`src/rtl/flag_loader_pkg.sv`:
```
// Shared constants for the flag loader, its consumer (the encoder) and the bench.
// State encoding is fixed so other blocks can decode it.
package flag_loader_pkg;

  typedef enum logic [1:0] {
    ST_IDLE = 2'd0,
    ST_FILL = 2'd1,
    ST_FULL = 2'd2
  } state_t;

  localparam int FLAG_BYTES_DEF = 24;
  localparam int FLAG_W         = FLAG_BYTES_DEF * 8;
  localparam int TIMEOUT_DEF    = 255;
  localparam int CNT_W_DEF      = 5;

endpackage

```
`src/rtl/flag_loader_if.sv`:
```
// Byte-in / word-out handshake bundle of the flag loader.
// master = byte source plus flag consumer, slave = the loader itself.
interface flag_loader_if
  import flag_loader_pkg::*;
#(
  parameter int FLAG_BYTES = FLAG_BYTES_DEF,
  parameter int CNT_W      = CNT_W_DEF
);

  logic [7:0]              in_byte;
  logic                    in_valid;
  logic                    in_ready;
  logic [FLAG_BYTES*8-1:0] flag;
  logic                    flag_valid;
  logic                    flag_ack;
  logic [CNT_W-1:0]        byte_count;
  logic                    timeout_err;

  modport master (
    output in_byte, in_valid, flag_ack,
    input  in_ready, flag, flag_valid, byte_count, timeout_err
  );

  modport slave (
    input  in_byte, in_valid, flag_ack,
    output in_ready, flag, flag_valid, byte_count, timeout_err
  );

endinterface

```
`src/rtl/flag_idle_timer.sv`:
```
// Inactivity timer: counts enabled, uncleared cycles and flags the cycle on
// which the TIMEOUT_CYCLES-th consecutive idle cycle occurs.
module flag_idle_timer #(
  parameter int TIMEOUT_CYCLES = 255
) (
  input  logic clk,
  input  logic reset,
  input  logic clear,
  input  logic enable,
  output logic expired
);

  localparam int            TW   = $clog2(TIMEOUT_CYCLES + 1);
  localparam logic [TW-1:0] LAST = TW'(TIMEOUT_CYCLES - 1);
  localparam logic [TW-1:0] MAX  = TW'(TIMEOUT_CYCLES);

  logic [TW-1:0] count;

  // NOTE: registers are written with <= so every flop samples pre-edge values.
  always_ff @(posedge clk) begin
    if (reset) begin
      count <= '0;
    end else if (clear) begin
      count <= '0;
    end else if (enable && count != MAX) begin
      count <= count + TW'(1);
    end
  end

  // Combinational so a transfer in the same cycle (clear) suppresses expiry.
  assign expired = enable && !clear && (count == LAST);

endmodule

```
`src/rtl/flag_loader.sv`:
```
// Byte-serial flag assembler: shifts bytes into a FLAG_BYTES-wide word, then
// holds the word on flag until acked; stalled partial words are discarded.
module flag_loader
  import flag_loader_pkg::*;
#(
  parameter int FLAG_BYTES     = FLAG_BYTES_DEF,
  parameter int TIMEOUT_CYCLES = TIMEOUT_DEF,
  parameter int CNT_W          = CNT_W_DEF
) (
  input logic          clk,
  input logic          reset,
  flag_loader_if.slave bus
);

  localparam int               W         = FLAG_BYTES * 8;
  localparam logic [CNT_W-1:0] LAST_BYTE = CNT_W'(FLAG_BYTES - 1);

  state_t         state;
  logic [W-1:0]   shift_reg;
  logic [W-1:0]   shifted;
  logic           xfer;
  logic           expired;

  assign xfer    = bus.in_valid && bus.in_ready;
  assign shifted = (shift_reg << 8) | W'(bus.in_byte);

  flag_idle_timer #(
    .TIMEOUT_CYCLES(TIMEOUT_CYCLES)
  ) u_idle_timer (
    .clk    (clk),
    .reset  (reset),
    .clear  (xfer || state != ST_FILL),
    .enable (state == ST_FILL),
    .expired(expired)
  );

  always_ff @(posedge clk) begin
    if (reset) begin
      state           <= ST_IDLE;
      shift_reg       <= '0;
      bus.in_ready    <= 1'b0;
      bus.flag        <= '0;
      bus.flag_valid  <= 1'b0;
      bus.byte_count  <= '0;
      bus.timeout_err <= 1'b0;
    end else begin
      bus.timeout_err <= 1'b0;
      case (state)
        // byte_count is 0 in IDLE, so one completion test covers FLAG_BYTES==1.
        ST_IDLE, ST_FILL: begin
          bus.in_ready <= 1'b1;
          if (xfer) begin
            shift_reg      <= shifted;
            bus.byte_count <= bus.byte_count + CNT_W'(1);
            if (bus.byte_count == LAST_BYTE) begin
              bus.flag       <= shifted;
              bus.flag_valid <= 1'b1;
              bus.in_ready   <= 1'b0;
              state          <= ST_FULL;
            end else begin
              state <= ST_FILL;
            end
          end else if (expired) begin
            shift_reg       <= '0;
            bus.byte_count  <= '0;
            bus.timeout_err <= 1'b1;
            state           <= ST_IDLE;
          end
        end
        ST_FULL: begin
          // flag itself is left alone so the encoder keeps a stable input.
          if (bus.flag_ack) begin
            shift_reg      <= '0;
            bus.flag_valid <= 1'b0;
            bus.byte_count <= '0;
            bus.in_ready   <= 1'b1;
            state          <= ST_IDLE;
          end
        end
        default: begin
          state <= ST_IDLE;
        end
      endcase
    end
  end

endmodule

```
`src/flat_wrapper.sv`:
```
// flat-port wrapper written by rule: the top's interface ports become plain ports
module flag_loader_flat import flag_loader_pkg::*;
#(
  parameter int FLAG_BYTES     = FLAG_BYTES_DEF,
  parameter int TIMEOUT_CYCLES = TIMEOUT_DEF,
  parameter int CNT_W          = CNT_W_DEF
)
  (clk, reset, bus_in_byte, bus_in_valid, bus_flag_ack, bus_in_ready, bus_flag, bus_flag_valid, bus_byte_count, bus_timeout_err);
  flag_loader_if #(.FLAG_BYTES(FLAG_BYTES), .CNT_W(CNT_W)) bus_i ();
  input logic clk;
  input logic reset;
  input wire logic [$bits(bus_i.in_byte)-1:0] bus_in_byte;
  input wire logic [$bits(bus_i.in_valid)-1:0] bus_in_valid;
  input wire logic [$bits(bus_i.flag_ack)-1:0] bus_flag_ack;
  output wire logic [$bits(bus_i.in_ready)-1:0] bus_in_ready;
  output wire logic [$bits(bus_i.flag)-1:0] bus_flag;
  output wire logic [$bits(bus_i.flag_valid)-1:0] bus_flag_valid;
  output wire logic [$bits(bus_i.byte_count)-1:0] bus_byte_count;
  output wire logic [$bits(bus_i.timeout_err)-1:0] bus_timeout_err;
  assign bus_i.in_byte = bus_in_byte;
  assign bus_i.in_valid = bus_in_valid;
  assign bus_i.flag_ack = bus_flag_ack;
  assign bus_in_ready = bus_i.in_ready;
  assign bus_flag = bus_i.flag;
  assign bus_flag_valid = bus_i.flag_valid;
  assign bus_byte_count = bus_i.byte_count;
  assign bus_timeout_err = bus_i.timeout_err;
  flag_loader #(.FLAG_BYTES(FLAG_BYTES), .TIMEOUT_CYCLES(TIMEOUT_CYCLES), .CNT_W(CNT_W)) u_core (.clk(clk), .reset(reset), .bus(bus_i));
endmodule
```
`config.mk`:
```
export PLATFORM = sky130hd
export DESIGN_NAME = flag_loader_flat
export DESIGN_NICKNAME = d
export VERILOG_FILES = /design/src/rtl/flag_loader_pkg.sv /design/src/rtl/flag_loader_if.sv /design/src/rtl/flag_idle_timer.sv /design/src/rtl/flag_loader.sv /design/src/flat_wrapper.sv
export SDC_FILE = /design/constraint.sdc
export NUM_CORES = 1
export LEC_CHECK = 0
export CELL_PAD_IN_SITES_DETAIL_PLACEMENT = 1
export CELL_PAD_IN_SITES_GLOBAL_PLACEMENT = 1
export CORE_MARGIN = 1.5
export CORE_UTILIZATION = 41
export DETAILED_ROUTE_END_ITERATION = 10
export PLACE_DENSITY = 0.84
export SETUP_SLACK_MARGIN = 0.2
export SLEW_MARGIN = 10
export SYNTH_ARGS = -nofsm -noshare
export SYNTH_HDL_FRONTEND = slang
export SYNTH_SLANG_ARGS = --single-unit
```
`constraint.sdc`:
```
create_clock -name clk -period 2.1 [get_ports clk]
set_clock_uncertainty 0.15 [all_clocks]
set_input_delay 0.63 -clock clk [delete_from_list [all_inputs] [get_ports clk]]
set_output_delay 0.63 -clock clk [all_outputs]
set_load 0.01 [all_outputs]
```
==> impl_results.md <==
- Max reg flops: 192
- Initial antenna violation count: 1
- Area growth syn-to-layout: 44.8%
- Die area: 37,400 µm²
- Drt wl/cell: 25.5 µm
- Pwr dens: 744 nW/µm²
- Share of cells above drive strength 1: 29.0%
- Die Ht: 193 µm
- Die width: 193 µm
- Drt first pass iters: 5
- Diode count: 0
- Slowest CP cell: dfxtp_4
- Fin worst setup slack: -129 ps
- Total CTS buffers: 42
- Post-Syn Area: 14,800 µm²
- CTS max path bufs: 3
- FF-to-FF End: u_core.bus.flag[83]$_SDFFE_PP0P_
- H-tree levels: 2
- Core ar.: 35,600 µm²
- Total track usage: 26.8%
- Port-buffer cells: 211
- # IOs: 212
- WHS: 248 ps
- Syn Area/Cell: 8.38 µm²
- Switching power: 3550 µW
- Rows: 69
- Hold Startpoint: reset
- GRT overflow: 0
- Fmax: 449 MHz
- Crit start category: flip-flop
- Final Hold Viols: 0
- Yosys warns: 0
- CTS tree: built
- Root buf cell: clkbuf_16
- CP max stage delay: 380 ps
- Iter 0 DRT Violations: 1,249
- CP required: 2370 ps
- Syn_nets: 1,787
- Reg-to-Reg Start: u_core.bus.byte_count[0]$_SDFFE_PP0P_
- Slew HR: 67.4%
- Maxcap violations: 0
- Clock Latency Late Sink: 530 ps
- Final Wtd Congestion: 0.775
- Post-route minimum period: 2230 ps
- Reg clk slew, reported paths: 70 ps
- Largest net degree at the start of global routing: 105
- Kind of end point of the critical path: flip-flop
- Vias/cell: 5.99
- Cts hold-fix bufs: 0
- Hold WC Path Type: primary input to flip-flop
- Crit path max fanout: 7
- Register area share after synthesis: 53.1%
- Synth top area cells: dfxtp_1 (53%), nand2_1 (10%), nand2b_1 (7.9%)
- R2R cell count: 9
- Worst hold endpoint: u_core.state[0]$_SDFFE_PP0P_
- P_int: 12,400 µW
- Synth area leader: dfxtp_1
- Post-synth cell types: 39
- Post-DP HPWL: 28,600 µm
- Clk sinks: 394
- Seq pwr share: 46.8%
- Final worst path period share: 106%
- Critical Path AT: 2500 ps
- Slack of the worst reg-to-reg path: -130 ps
- Via count: 15,000
- Failing checks: negative setup slack
- Most frequent cells in the layout: dfxtp_1 (335), nand2_1 (311), nand2b_1 (187), nand4_1 (178), a21oi_1 (126)
- First-pass GRT wire length: 81,600 µm
- Unrepaired setup endpoints after global routing: yes
- Final Core Density: 60.4%
- Logic pwr share: 4.2%
- Gate Count Post-Synth: 1,772
- Clock share of power: 49.0%
- Hold Crit Depth: 2
- Crit Path Category: flip-flop to flip-flop
- Commonest non-fill, non-tap cell in the layout: dfxtp_1
- Final ANT Viol Nets: 0
- Max VDD drop: 0.000569 V
- Routed wire length: 63,600 µm
- Crit path cell chain: ha_4, nand4b_1, buf_4, nor3_4, buf_8, buf_12, clkbuf_16, nand2_1, a21oi_1
- Final setup fails: 17
- Status: finished with violations
- Switch share: 22.2%
- Synthesis-stage register bit count: 394
- Initial Utilization: 41.7%
- Post-synth top area share: 53.1%
- Post-route DRC violation count: 0
- Nets@finish: 2,022
- Measured slew at the worst slew-check pin: 489 ps
- Final Slew Violations: 0
- Vias in the first global route: 14,500
- Leak: 0.00768 µW
[worst max-delay path by stage]
stage	end	from	cells after the start
detailed placement	u_core.shift_reg[37]$_SDFFE_PP0P_	bus_in_valid	8
floorplan	u_core.shift_reg[81]$_SDFFE_PP0P_	reset	6
global route	u_core.bus.flag[83]$_SDFFE_PP0P_	u_core.bus.byte_count[1]$_SDFFE_PP0P_	9
finish	u_core.bus.flag[83]$_SDFFE_PP0P_	u_core.bus.byte_count[0]$_SDFFE_PP0P_	9
CTS	u_core.shift_reg[6]$_SDFFE_PP0P_	u_core.u_idle_timer.count[0]$_SDFFE_PP0P_	7
global placement	u_core.shift_reg[37]$_SDFFE_PP0P_	bus_in_valid	8
[final cells by class]
type / count / area (µm²)
fill: 3910 / 14100
sequential: 394 / 7970
multi-input combinational: 1211 / 7050
timing repair buffer: 355 / 4450
clock buffer: 67 / 1290
tap: 461 / 577
clock inverter: 7 / 139
inverter: 3 / 13.8
[synthesized netlist by cell type (all sizes together)]
library cell,instances
or3b,1
xor2,3
o211ai,3
and4b,1
nor2,11
or3,4
a211oi,2
nand3b,1
nand4,179
mux2i,9
and3,2
a31oi,2
nand2b,187
clkbuf,92
ha,3
nor3,8
xnor2,1
dfxtp,394
a21oi,198
nor2b,3
nand4b,2
nand3,4
nor4b,1
and2,1
o21a,1
a311oi,3
o21ai,178
nand2,399
and4,1
buf,75
inv,3
[metal layers]
metal	vias up	share of wire (%)	track usage [%]
li1	6530	-	-
met1	7475	39	33.3
met2	727	49	45.9
met3	231	6.3	4.53
met4	2	5.0	10.8
met5	-	0.019	0
[stage by stage]
step,cells,area (µm²),setup WS (ps),total power [µW],setup TNS [ps]
finish,2498,21500,-129,16000,-311
global placement,2344,17600,-429,8130,-128410
detailed placement,2344,17600,-473,8140,-142620
global route,2498,21500,-193,16300,-3880
CTS,2452,19800,23.0,15800,0
floorplan,1772,14900,177,7960,0
[cells by family after synthesis]
family / after synthesis / synth area share, %
flip-flops: 394 / 53.1
XOR/XNOR: 4 / 0.236
AO/OA/AOI/OAI: 387 / 13.3
AND/OR/NAND/NOR: 805 / 27.2
multiplexers: 9 / 0.607
adder cells (fa/ha/maj): 3 / 0.253
buffers and inverters: 170 / 5.32
[power groups by stage]
stage / sequential, µW / clock, µW / combinational [µW]
after floorplan: 7650 / 0 / 309
after global placement: 7660 / 0 / 476
after detailed placement: 7660 / 0 / 482
after CTS: 7480 / 7780 / 496
after global routing: 7480 / 8160 / 696
final: 7480 / 7830 / 677
[timing repair]
item | 4_1_cts | 5_1_grt
gates resized for setup | 681 | 250
buffers inserted | 18 | 13
pin swaps | 8 | 82
cloned | 16 | 33
endpoints found under the setup margin | 571 | 502
[worst max-delay path, delay by kind of cell, from the launching register on]
| kind | cells | cell delay, ps |
|---|---|---|
| and+or+nand+nor | 3 | 490 |
| buffers and inverters | 4 | 680 |
| AOI/OAI and AO/OA | 1 | 270 |
| DFF | 1 | 380 |
| adders and majority gates | 1 | 130 |
Note: power is estimated with default switching activity, not from simulation.
